===== src/rtl/id_ex_pipe_reg.sv =====
// Decode-to-Execute pipeline register with stall, flush/bubble insertion and a
// saturating bubble counter. All outputs come directly from flops.
module id_ex_pipe_reg #(
  parameter int unsigned DATA_WIDTH = 32,
  parameter int unsigned CNT_WIDTH  = 16
) (
  input  logic                  clk,
  input  logic                  rst_n,
  input  logic                  StallE,
  input  logic                  FlushE,
  input  logic                  ValidD,
  input  logic [DATA_WIDTH-1:0] PCD,
  input  logic [DATA_WIDTH-1:0] rs1_dataD,
  input  logic [DATA_WIDTH-1:0] rs2_dataD,
  input  logic [DATA_WIDTH-1:0] ImmExtD,
  input  logic [4:0]            Rs1D,
  input  logic [4:0]            Rs2D,
  input  logic [4:0]            RdD,
  input  logic                  RegWriteD,
  input  logic                  MemWriteD,
  input  logic [1:0]            ResultSrcD,
  input  logic [2:0]            ALUControlD,
  input  logic                  ALUSrcD,
  input  logic                  BranchD,
  input  logic                  JumpD,
  output logic                  ValidE,
  output logic [DATA_WIDTH-1:0] PCE,
  output logic [DATA_WIDTH-1:0] rs1_dataE,
  output logic [DATA_WIDTH-1:0] rs2_dataE,
  output logic [DATA_WIDTH-1:0] ImmExtE,
  output logic [4:0]            Rs1E,
  output logic [4:0]            Rs2E,
  output logic [4:0]            RdE,
  output logic                  RegWriteE,
  output logic                  MemWriteE,
  output logic [1:0]            ResultSrcE,
  output logic [2:0]            ALUControlE,
  output logic                  ALUSrcE,
  output logic                  BranchE,
  output logic                  JumpE,
  output logic [CNT_WIDTH-1:0]  BubbleCount
);

  typedef struct packed {
    logic                  valid;
    logic [DATA_WIDTH-1:0] pc;
    logic [DATA_WIDTH-1:0] rs1_data;
    logic [DATA_WIDTH-1:0] rs2_data;
    logic [DATA_WIDTH-1:0] imm_ext;
    logic [4:0]            rs1;
    logic [4:0]            rs2;
    logic [4:0]            rd;
    logic                  reg_write;
    logic                  mem_write;
    logic [1:0]            result_src;
    logic [2:0]            alu_control;
    logic                  alu_src;
    logic                  branch;
    logic                  jump;
  } stage_t;

  stage_t                 dec_in;
  stage_t                 stage_d, stage_q;
  logic [CNT_WIDTH-1:0]   cnt_d, cnt_q;
  logic                   bubble;

  // Gather decode-stage inputs into one record.
  always_comb begin
    dec_in             = '0;
    dec_in.valid       = ValidD;
    dec_in.pc          = PCD;
    dec_in.rs1_data    = rs1_dataD;
    dec_in.rs2_data    = rs2_dataD;
    dec_in.imm_ext     = ImmExtD;
    dec_in.rs1         = Rs1D;
    dec_in.rs2         = Rs2D;
    dec_in.rd          = RdD;
    dec_in.reg_write   = RegWriteD;
    dec_in.mem_write   = MemWriteD;
    dec_in.result_src  = ResultSrcD;
    dec_in.alu_control = ALUControlD;
    dec_in.alu_src     = ALUSrcD;
    dec_in.branch      = BranchD;
    dec_in.jump        = JumpD;
  end

  // Next state: flush beats stall; an unstalled invalid decode is also a bubble.
  always_comb begin
    bubble  = FlushE | (~StallE & ~ValidD);
    stage_d = stage_q;
    cnt_d   = cnt_q;
    if (bubble) begin
      stage_d = '0;
      if (cnt_q != '1) begin
        cnt_d = cnt_q + CNT_WIDTH'(1);
      end
    end else if (!StallE) begin
      stage_d = dec_in;
    end
  end

  // State registers, cleared asynchronously.
  always_ff @(posedge clk or negedge rst_n) begin
    if (!rst_n) begin
      stage_q <= '0;
      cnt_q   <= '0;
    end else begin
      stage_q <= stage_d;
      cnt_q   <= cnt_d;
    end
  end

  assign ValidE      = stage_q.valid;
  assign PCE         = stage_q.pc;
  assign rs1_dataE   = stage_q.rs1_data;
  assign rs2_dataE   = stage_q.rs2_data;
  assign ImmExtE     = stage_q.imm_ext;
  assign Rs1E        = stage_q.rs1;
  assign Rs2E        = stage_q.rs2;
  assign RdE         = stage_q.rd;
  assign RegWriteE   = stage_q.reg_write;
  assign MemWriteE   = stage_q.mem_write;
  assign ResultSrcE  = stage_q.result_src;
  assign ALUControlE = stage_q.alu_control;
  assign ALUSrcE     = stage_q.alu_src;
  assign BranchE     = stage_q.branch;
  assign JumpE       = stage_q.jump;
  assign BubbleCount = cnt_q;

endmodule

===== config.mk =====
export PLATFORM = sky130hd
export DESIGN_NAME = id_ex_pipe_reg
export DESIGN_NICKNAME = d
export VERILOG_FILES = /design/src/rtl/id_ex_pipe_reg.sv
export SDC_FILE = /design/constraint.sdc
export NUM_CORES = 1
export LEC_CHECK = 0
export BUFFER_PORTS_ARGS = -buffer_cell sky130_fd_sc_hd__buf_2
export CORE_AREA = 2 2 129 131
export DETAILED_ROUTE_END_ITERATION = 8
export DIE_AREA = 0 0 131 133
export PLACE_DENSITY = 0.73
export SLEW_MARGIN = 20
export SYNTH_ARGS = -nofsm -noshare
export SYNTH_HDL_FRONTEND = slang
export SYNTH_SLANG_ARGS = --single-unit

===== constraint.sdc =====
create_clock -name clk -period 3 [get_ports clk]
set_input_delay 0.45 -clock clk [delete_from_list [all_inputs] [get_ports clk]]
set_output_delay 0.45 -clock clk [all_outputs]
set_load 0.01 [all_outputs]

After elaboration in Yosys (flattened, before gate mapping)
Cells that the tools add are included.
Widths: inputs -> output; s select.

cells by class
  reduce and logical (&&, ||, !) cells = 1
  add/sub/neg operators = 1
  equality and inequality tests = 2
  multiplexer cells = 2
  bitwise logic cells = 4

operators with widths
  cell                   number
  $mux 154               2
  $add 16x1->16 const B  1
  $ne 16x16->1 const B   1
  $ne 2x1->1 const B     1
  $not 1->1              2
  $reduce_and 2->1       1
  $and 1x1->1            1
  $or 1x1->1             1

storage, ports and cells
  bits in registers = 170
  word-level logic and storage cells = 26

Depth between registers and ports, before layout
Gate-level depths: netlist of the first run.

  depth in word-level cells = 4
  gate-level depth with buffers = 5
  gate-level depth less buffers = 5

Least setup slack after synthesis of the first run
No wires, ideal clock.

  path type = input-to-reg
  start = input ValidD
  end = register cnt_q[15] (netlist: BubbleCount[15])
  path slack = 1.340 ns
  cell stages on the path = 4
  path buffers = 0
  arrival time = 1.580 ns
  cell sequence = o21ba_1 or4_4 nor4_2 xor2_1

between the ends
  word-level cells in the longest chain between the ends = 4

ends and longest elaborated chain
  element                     line  RTL
  start, declared             11    input logic ValidD,
  $not 1->1                   89    bubble = FlushE | (~StallE & ~ValidD);
  $and 1x1->1                 89
  $or 1x1->1                  89
  $reduce_and 2->1 (no line)  n/a
  end signal, assigned        109   cnt_q <= cnt_d;
  end, declared               64    logic [CNT_WIDTH-1:0] cnt_d, cnt_q;

Every way passes these cells.
A chain may end at the register's enable or synchronous reset.

Worst setup path in the final report of the first run
  start = register cnt_q[12] (netlist: BubbleCount[12])
  end = register cnt_q[1] (netlist: BubbleCount[1])

between the ends
  word-level cells in the longest chain between the ends = 2

ends and longest elaborated chain
  element                     line  RTL
  $ne 16x16->1                94    if (cnt_q != '1) begin
  $reduce_and 2->1 (no line)  n/a

Every way passes these cells.

==> results of run 1 <==
## sequential cells by signal (all words and copies together), names as in the netlist
name and count:
BranchE 1, PCE 32, ValidE 1, Rs2E 5, ImmExtE 32, ResultSrcE 2, JumpE 1, RdE 5
ALUControlE 3, rs1_dataE 32, BubbleCount 16, ALUSrcE 1, Rs1E 5, MemWriteE 1, RegWriteE 1, rs2_dataE 32
## layout by cell type (no fill, tap or decap), drive strengths merged, types with 2 or more instances in the layout
cell	instances
nor2	158
nor4	6
bufinv	2
nand4	5
xor2	15
mux2i	153
clkinv	4
clkbuf	19
nand2	9
dfrtp	170
nor3	5
buf	333
nand3	2
inv	6
clkinvlp	3
## final cells by class
type | count | area share, %
Antenna cell | 1 | 0.02651
Clock buffer | 18 | 4.652
Clock inverter | 14 | 1.683
Inverter | 1 | 0.03976
Multi-Input combinational cell | 363 | 27.04
Sequential cell | 170 | 45.06
Tap cell | 220 | 2.916
Timing Repair Buffer | 334 | 18.58
## routing by layer
metal / up-vias / track usage [%]
li1: 2547 / -
met1: 2535 / 23.45
met2: 225 / 32.99
met3: 33 / 6.268
met4: 2 / 8.511
met5: - / 0
## kinds of logic (layout without fill, tap and decap cells)
| kind of cell | count (synthesis) | in the layout | synth area share, % |
|---|---|---|---|
| compound gates | 3 | 3 | 0.3242 |
| xor+xnor | 15 | 15 | 1.891 |
| fa+ha+maj | 1 | 1 | 0.1801 |
| buf+inv | 35 | 367 | 2.179 |
| flops | 170 | 170 | 61.24 |
| mux | 154 | 154 | 22.21 |
| other cells | 0 | 1 | 0 |
| simple gates | 190 | 190 | 11.98 |
## cell usage after synthesis
cell type and n:
inv_1 1, mux2i_1 153, nor3b_2 1, nor4_2 2, nand4_1 3, nor2_1 158, nand4_4 1, nor3_1 5
nand3_1 2, o21bai_1 1, xor2_1 15, mux2_2 1, dfrtp_1 170, ha_1 1, o21ba_1 1, nor4_4 1
nand2_1 9, nand4_2 1, or4b_4 1, nor4_1 3, nand2b_1 1, clkbuf_1 16, or4_4 1, a21oi_1 1
nor4b_1 1, buf_1 2, buf_2 16
## metrics by stage
step | instance area [um^2] | setup slack [ps] | std cells | hold slack, ps
floorplan | 6947 | 1340 | 568 | 154.4
global placement | 8840 | 1087 | 1088 | 481.7
detailed placement | 8840 | 1032 | 1088 | 482.5
CTS | 9438 | 1219 | 1120 | 41.70
global route | 9440 | 1121 | 1121 | 61.43
finish | 9440 | 1213 | 1121 | 15.64
## report_power, final
part           switching [mW]  leakage [nW]  total [mW]  internal [mW]
clock                   0.946         0.287        2.21           1.27
combinational           0.442          2.87       0.812          0.370
sequential              0.143          2.27        2.59           2.45
## how the worst max path moves through the flow
stage                                startpoint                          end  slack, ps  depth (start not counted)
CTS                 BubbleCount[12]$_DFFE_PN0P_   BubbleCount[1]$_DFFE_PN0P_       1220                          4
global placement                         StallE      ImmExtE[21]$_DFFE_PN0P_       1090                          4
finish              BubbleCount[12]$_DFFE_PN0P_   BubbleCount[1]$_DFFE_PN0P_       1210                          4
floorplan                                ValidD  BubbleCount[15]$_DFFE_PN0P_       1340                          4
global route        BubbleCount[12]$_DFFE_PN0P_   BubbleCount[1]$_DFFE_PN0P_       1120                          4
detailed placement                       StallE       ImmExtE[9]$_DFFE_PN0P_       1030                          4
==> results.py, run 1 <==
metrics = {
    "sta": {
        "hold_viol": 0,
        "fin_skew_ps": 4.405,
        "timing.final.max_slew_violations": 0,
        "setup_viol_count_final": 0,
        "period_minus_slack_ps": 1787,
        "rsz0062_at_grt": "false",
        "fin_crit_sh_pct": 59.57,
        "tightest_slew_ps": 1080,
        "slew_headroom_pct": 28.02,
        "fmax_mhz": 559.6,
        "tns_ps": 0,
    },
    "drt": {
        "wl_per_cell_um": 15.61,
        "drc": 0,
        "drtIter0Drc": 268,
        "met2_length_um": 8580,
        "firstDrtPassIters": 4,
        "top_layer": "met5",
        "met3WireLength_um": 1486,
        "routed_wl_um": 17500,
        "num_vias": 5342,
        "wl_met1_um": 6998,
        "ant_nets": 0,
        "via_per_inst": 4.765,
    },
    "floorplan": {
        "dieArea_um2": 17420,
        "die_h_um": 133,
        "rows": 47,
        "fp.coreArea_um2": 16170,
        "pin_count": 328,
        "die_x_um": 131,
        "start_util_pct": 42.96,
    },
    "cells_and_area": {
        "syn_to_final_growth_pct": 35.90,
        "regArea_um2": 4254,
        "multiInputGateArea_um2": 2552,
        "drive_gt1_share_pct": 41.78,
        "nFillCells": 1363,
        "final_nets": 1046,
        "final_util_pct": 58.38,
    },
    "grt": {
        "gr-usage-all-layers_pct": 19.82,
        "grt_max_degree": 91,
        "grt_pass1_vias": 5303,
        "antenna_found_initial": 2,
        "grt_pass1_wl_um": 26830,
        "overflow": 0,
    },
    "clock_network": {
        "postCtsHoldBufs": 0,
        "clock-sinks": 170,
        "cts_buffers": 17,
        "htreeDepth": 4,
        "cts-root-buf": "clkbuf_16",
        "cts.clk_slew.worst_paths_ps": 70,
        "cts_tree": "built",
        "cts.path.max_buffers": 2,
        "post_cts_resize_count": 0,
        "clkLatencyLatePin_ps": 420,
        "cts_setup_buffers": 0,
    },
    "critical_path": {
        "cpLargestDelayFamily": "simple AND/OR/NAND/NOR gates",
        "path_cells": "nand4_1 > nor4_4 > nor2_1 > mux2_2",
        "crit_type": "register to register",
        "critPathMaxStageDelay_ps": 570,
        "cpMaxStageDelayCell": "nor4_4",
        "reg2reg_to": "BubbleCount[1]$_DFFE_PN0P_",
        "worstPathRequired_ps": 3300,
        "rr_startpoint": "BubbleCount[12]$_DFFE_PN0P_",
        "crit_path_max_fanout": 8,
        "startpoint_type": "register",
        "crit_path_end_kind": "register",
        "cp_num_buf_inv": 0,
        "r2r_cells": 4,
        "arrival_ps": 2090,
        "r2r_slack_ps": 1210,
    },
    "hold_path": {
        "hold_path_class": "input port to async pin",
    },
    "yosys": {
        "synth_cell_types": 27,
        "synth_area_leaders": "dfrtp_1 61%, mux2i_1 22%, nor2_1 8.5%",
        "yosysTopAreaCellShare_pct": 61.24,
        "synth_largest_area_cell": "dfrtp_1",
        "syn_area_um2": 6947,
        "ys_seq_area_share_pct": 61.24,
        "ys_warn_count": 0,
        "synthCells": 568,
        "syn-num-nets": 727,
        "ys_seq_elements": 170,
        "syn_avg_cell_area_um2": 12.23,
    },
    "run": {
        "cap_violations": 0,
    },
    "place": {
        "place.gp.congestion": 0.8037,
        "place.port_buffers": 327,
        "dpl.hpwl_um": 12330,
    },
    "power_and_ir_drop": {
        "peakVddDrop_uv": 328.8,
        "p_leak_nw": 5.433,
        "power_density_nw_per_um2": 595.2,
        "finalPower_mw": 5.619,
    },
    "status": {
        "status": "complete, no violations",
    },
}
(Power assumes the default switching activity.)
==> run 2: changes to the inputs <==
ABC_AREA = 1   (was unset)
CORE_AREA = unset   (was 2 2 129 131)
CORE_MARGIN = 2   (was unset)
CORE_UTILIZATION = 43   (was unset)
DIE_AREA = unset   (was 0 0 131 133)
PLACE_DENSITY = 0.74   (was 0.73)
clock period = 1.6 ns   (was 3 ns; I/O delays follow)
==> run 2 against run 1 <==
  * Worst setup slack got worse by 1100 ps
  * Utilization increased by 0.99 points
  * Sequential power increased by 82%
==> results.py, run 2 <==
metrics = {
    "status": {
        "status": "complete, no violations",
    },
    "grt": {
        "grt_max_degree": 87,
        "gr-usage-all-layers_pct": 21.43,
        "antenna_found_initial": 1,
        "overflow": 0,
        "grt_pass1_vias": 6272,
        "grt_pass1_wl_um": 31460,
    },
    "critical_path": {
        "r2r_cells": 9,
        "worstPathRequired_ps": 1900,
        "crit_type": "register to register",
        "crit_path_max_fanout": 6,
        "reg2reg_to": "BubbleCount[2]$_DFFE_PN0P_",
        "arrival_ps": 1750,
        "crit_path_end_kind": "register",
        "r2r_slack_ps": 140,
        "rr_startpoint": "BubbleCount[1]$_DFFE_PN0P_",
        "startpoint_type": "register",
    },
    "floorplan": {
        "rows": 48,
        "pin_count": 328,
        "fp.coreArea_um2": 17300,
        "start_util_pct": 44.08,
        "dieArea_um2": 18810,
        "die_x_um": 137.2,
        "die_h_um": 137.2,
    },
    "yosys": {
        "yosysTopAreaCellShare_pct": 55.80,
        "synth_edf_count": 0,
        "synthCells": 813,
        "ys_seq_elements": 170,
        "ys_warn_count": 0,
        "synth_cell_types": 24,
        "synth_top_flop_cell": "dfrtp_1",
        "syn_area_um2": 7624,
        "yosysMostFrequentCell": "inv_1",
        "async_flop_share_pct": 100.0,
        "synth_largest_area_cell": "dfrtp_1",
        "syn_avg_cell_area_um2": 9.377,
        "synth_area_leaders": "dfrtp_1 56%, nand3_1 11%, inv_1 8.4%",
        "synth_common_cells": "171 x inv_1, 170 x dfrtp_1, 162 x nand3_1",
        "syn-num-nets": 972,
        "ys_seq_area_share_pct": 55.80,
    },
    "clock_network": {
        "clock-sinks": 170,
        "cts_buffers": 17,
        "cts-root-buf": "clkbuf_16",
        "clkLatencyLatePin_ps": 420,
        "cts_tree": "built",
        "cts.clk_slew.worst_paths_ps": 70,
        "htreeDepth": 4,
        "cts.path.max_buffers": 2,
    },
    "cells_and_area": {
        "drive_gt1_share_pct": 34.49,
        "final_nets": 1298,
        "layout_common_cells": "326 x buf_2, 170 x dfrtp_1, 170 x inv_1, 162 x nand3_1, 83 x a21boi_0",
        "syn_to_final_growth_pct": 34.68,
        "final_util_pct": 59.36,
        "final_cells": 1377,
        "final_common_cell": "buf_2",
    },
    "drt": {
        "ant_nets": 0,
        "via_per_inst": 4.853,
        "met2_length_um": 9855,
        "drc": 0,
        "num_vias": 6683,
        "wl_per_cell_um": 14.83,
        "top_layer": "met4",
        "wl_met1_um": 8608,
        "drtIter0Drc": 200,
        "routed_wl_um": 20430,
        "met3WireLength_um": 1544,
        "firstDrtPassIters": 4,
    },
    "run": {
        "cap_violations": 0,
    },
    "power_and_ir_drop": {
        "power_density_nw_per_um2": 1029,
        "p_switching_mw": 2.766,
        "combPwrFrac_pct": 14.0,
        "p_leak_nw": 6.567,
        "pwr-share-clk_pct": 41.4,
        "p_int_mw": 7.798,
        "peakVddDrop_uv": 762.6,
        "p_sw_share_pct": 26.19,
        "p_seq_share_pct": 44.6,
    },
    "sta": {
        "rsz0062_at_grt": "false",
        "slew_headroom_pct": 67.92,
        "setup_viol_count_final": 0,
        "fin_ws_ps": 144.7,
        "tns_ps": 0,
        "timing.final.max_slew_violations": 0,
        "fmax_mhz": 687.2,
        "hold_viol": 0,
        "tightest_slew_ps": 480.1,
        "fin_skew_ps": 10.18,
        "period_minus_slack_ps": 1455,
        "fin_crit_sh_pct": 90.95,
    },
    "place": {
        "placed_cells": 1343,
        "dpl.hpwl_um": 14500,
        "place.port_buffers": 327,
        "place.gp.congestion": 0.8292,
        "pre_cts_ws_ps": 10.67,
    },
    "hold_path": {
        "hold_start": "ImmExtD[21]",
        "hold_path_end": "ImmExtE[21]$_DFFE_PN0P_",
        "hold_path_class": "input port to register",
        "hold_depth": 4,
    },
}
==> run 2: critical path, stage by stage (launching register included) <==
cell and delay (ps):
dfrtp_1 380, ha_1 190, inv_1 90, nor2_1 50
and2_1 160, nand2_2 90, nand2_2 90, buf_4 160
nand2_1 50, o21ai_0 70
==> run 2: per-stage QoR <==
step	instance area (um^2)	hold WS, ps	total power [mW]
after floorplan	7624	-55.59	5.475
after global placement	9623	167.7	6.248
after detailed placement	9623	167.0	6.274
after CTS	10250	121.6	10.67
after global routing	10260	140.7	11.04
final	10270	140.0	10.56
==> run 2: cell families (layout without fill, tap and decap cells) <==
family | after synthesis | after routing | share of synthesized area, %
buffers and inverters | 225 | 563 | 12.23
DFF | 170 | 170 | 55.80
and+or+nand+nor | 257 | 257 | 16.08
AOI/OAI and AO/OA | 156 | 156 | 15.26
other | 0 | 1 | 0
adders and majority gates | 1 | 1 | 0.1641
xor gates and xnor gates | 4 | 4 | 0.4596
==> run 2: how the worst max path moves through the flow <==
stage                     cells after the start  slack, ps                  startpoint                     endpoint
after floorplan                               9        120  BubbleCount[0]$_DFFE_PN0P_   BubbleCount[2]$_DFFE_PN0P_
after global placement                        8         60                      StallE      ImmExtE[20]$_DFFE_PN0P_
after detailed placement                      8         10                      StallE      ImmExtE[27]$_DFFE_PN0P_
after CTS                                     9         70  BubbleCount[0]$_DFFE_PN0P_  BubbleCount[11]$_DFFE_PN0P_
after global routing                          6         20  BubbleCount[1]$_DFFE_PN0P_   BubbleCount[9]$_DFFE_PN0P_
final                                         9        140  BubbleCount[1]$_DFFE_PN0P_   BubbleCount[2]$_DFFE_PN0P_
==> run 2: final cells by class <==
cell class | count | area (um^2)
fill | 1533 | 7029
inverter | 173 | 651.9
multi-input combinational | 418 | 2447
clock buffer | 18 | 429.2
clock inverter | 13 | 190.2
timing repair buffer | 359 | 2011
antenna | 1 | 2.502
tap | 225 | 281.5
sequential | 170 | 4254
==> run 2: power groups by stage <==
stage,clock [mW],sequential (mW),combinational (mW)
floorplan,0,4.90,0.571
global placement,0,4.77,1.48
detailed placement,0,4.78,1.49
CTS,4.46,4.71,1.50
global route,4.66,4.73,1.65
finish,4.37,4.71,1.48
==> run 2: what timing repair did <==
item                       CTS  global route
hold endpoints to repair    25             0
hold buffers                 1             0
setup endpoints to repair    0             9
gates resized for setup      0             3
setup buffers                0             1
==> run 2: per-layer routing <==
metal  vias up  global-route usage, %
met5         -                      0
met1      3153                  27.53
li1       3254                      -
met4         0                  7.446
met2       244                  35.16
met3        32                  5.519
==> run 3: changes to the inputs <==
ABC_AREA = unset   (was 1)
BUFFER_PORTS_ARGS = unset   (was -buffer_cell sky130_fd_sc_hd__buf_2)
CORE_AREA = 2 2 128 130   (was unset)
CORE_MARGIN = unset   (was 2)
CORE_UTILIZATION = unset   (was 43)
DIE_AREA = 0 0 130 132   (was unset)
DONT_BUFFER_PORTS = 1   (was unset)
PLACE_DENSITY = 0.59   (was 0.74)
==> run 3 against run 2 <==
  * The run now ends with negative hold slack left
  * Power is 2.2% higher
  * Global-route usage is 0.73 points lower
  * Sequential cell count stayed put
  * First-iteration DRC count is 5.0% higher
  * Critical endpoint is now BubbleCount[12]$_DFFE_PN0P_
==> results.py, run 3 (same netlist as run 1, synthesis figures left out) <==
metrics = {
    "drt": {
        "num_vias": 4987,
        "drtIter0Drc": 210,
        "routed_wl_um": 17970,
        "wl_per_cell_um": 18.56,
        "ant_nets": 0,
        "via_per_inst": 5.152,
        "drc": 0,
        "firstDrtPassIters": 4,
    },
    "sta": {
        "hold_viol": 170,
        "slew_headroom_pct": 68.90,
        "tightest_slew_ps": 466.5,
        "period_minus_slack_ps": 1571,
        "rsz0062_at_grt": "true",
        "fin_crit_sh_pct": 98.19,
        "timing.final.max_slew_violations": 0,
        "fin_ws_ps": 29.01,
        "tns_ps": 0,
        "holdWs_ps": -488.7,
        "fmax_mhz": 636.5,
        "setup_viol_count_final": 0,
        "fin_skew_ps": 4.669,
    },
    "hold_path": {
        "hold_path_class": "input port to async pin",
    },
    "clock_network": {
        "cts.path.max_buffers": 2,
        "clock-sinks": 170,
        "clkLatencyLatePin_ps": 410,
        "cts_tree": "built",
        "postCtsHoldBufs": 158,
        "cts-root-buf": "clkbuf_16",
        "htreeDepth": 4,
        "cts_buffers": 17,
        "cts.clk_slew.worst_paths_ps": 70,
    },
    "critical_path": {
        "crit_path_end_kind": "register",
        "startpoint_type": "register",
        "critPathMaxStageDelay_ps": 590,
        "cpLargestDelayFamily": "simple AND/OR/NAND/NOR gates",
        "cpMaxStageDelayCell": "or4b_4",
        "cp_num_buf_inv": 0,
        "crit_path_max_fanout": 4,
        "arrival_ps": 1900,
        "crit_type": "register to register",
        "worstPathRequired_ps": 1930,
        "path_cells": "nand4_2 > or4b_4 > nor3b_2 > xor2_1",
    },
    "cells_and_area": {
        "syn_to_final_growth_pct": 38.45,
        "final_nets": 898,
        "drive_gt1_share_pct": 10.64,
        "antenna_cells": 0,
        "layout_common_cells": "167 x dfrtp_1, 158 x nor2_1, 157 x dlygate4sd3_1, 153 x mux2i_1, 25 x buf_4",
        "final_common_cell": "dfrtp_1",
        "final_util_pct": 61.21,
    },
    "place": {
        "place.port_buffers": 0,
        "pre_cts_ws_ps": -36.08,
        "dpl.hpwl_um": 10830,
        "place.gp.congestion": 0.8224,
    },
    "floorplan": {
        "pin_count": 328,
        "start_util_pct": 44.21,
        "dieArea_um2": 17160,
        "die_h_um": 132,
        "rows": 46,
        "fp.coreArea_um2": 15710,
        "die_x_um": 130,
    },
    "power_and_ir_drop": {
        "combPwrFrac_pct": 13.6,
        "p_leak_nw": 4.723,
        "pwr-share-clk_pct": 40.5,
        "p_sw_share_pct": 25.39,
        "p_seq_share_pct": 45.9,
        "power_density_nw_per_um2": 1123,
        "finalPower_mw": 10.80,
        "p_switching_mw": 2.741,
        "peakVddDrop_uv": 756.0,
        "p_int_mw": 8.055,
    },
    "run": {
        "cap_violations": 0,
    },
    "status": {
        "violations": "negative hold slack",
        "status": "complete, but fails checks",
    },
    "grt": {
        "grt_max_degree": 171,
        "grt_pass1_wl_um": 27730,
        "grt_pass1_vias": 5246,
        "gr-usage-all-layers_pct": 20.70,
        "overflow": 0,
        "antenna_found_initial": 0,
    },
}
run 3: worst register-to-register path, cell delays in order (launching register included):
cell and delay [ps]:
dfrtp_2 400, nand4_2 140, or4b_4 590, nor3b_2 200
xor2_1 170
run 3: final timing paths:
path	from	endpoint	cells after the start	slack, ps
worst min-delay path	rst_n	PCE[14]$_DFFE_PN0P_	0	-490
min in group clk	StallE	rs2_dataE[31]$_DFFE_PN0P_	2	10
worst max register to register	BubbleCount[2]$_DFFE_PN0P_	BubbleCount[12]$_DFFE_PN0P_	4	30
worst max-delay path	BubbleCount[2]$_DFFE_PN0P_	BubbleCount[12]$_DFFE_PN0P_	4	30
worst min register to register	BubbleCount[15]$_DFFE_PN0P_	BubbleCount[15]$_DFFE_PN0P_	2	590
max in group asynchronous	rst_n	BubbleCount[8]$_DFFE_PN0P_	0	1810
run 3: power groups by stage:
stage	Sequential [mW]	Combinational, mW	Clock (mW)
final	4.95	1.46	4.38
after global routing	4.99	1.58	4.69
after CTS	4.96	1.35	4.50
after detailed placement	5.03	1.00	0
after global placement	5.02	0.969	0
after floorplan	5.06	0.655	0
run 3: cell type report:
| type | instances | area, um^2 |
|---|---|---|
| Timing Repair Buffer | 186 | 1831 |
| Clock inverter | 15 | 209.0 |
| Clock buffer | 17 | 425.4 |
| Sequential cell | 170 | 4258 |
| Tap cell | 216 | 270.3 |
| Multi-Input combinational cell | 363 | 2621 |
| Inverter | 1 | 3.754 |
| Fill cell | 1199 | 6095 |
run 3: what timing repair did:
item                       CTS  global route
setup endpoints to repair    4            11
gates resized for setup      5             8
hold endpoints to repair   323           170
setup buffers                1             3
pin swaps                    1             4
run 3: stage by stage:
stage | cells | instance area (um^2)
after floorplan | 568 | 6948
after global placement | 774 | 7287
after detailed placement | 774 | 7287
after CTS | 965 | 9548
after global routing | 968 | 9618
final | 968 | 9618
run 3: layer usage:
| layer | GRT usage [%] | share of wire, % | vias to the layer above |
|---|---|---|---|
| met4 | 9.319 | 3.3 | 0 |
| met3 | 7.427 | 9.5 | 45 |
| met1 | 24.57 | 38 | 2438 |
| li1 | - | - | 2245 |
| met2 | 33.60 | 49 | 259 |
| met5 | 0 | 0 | - |
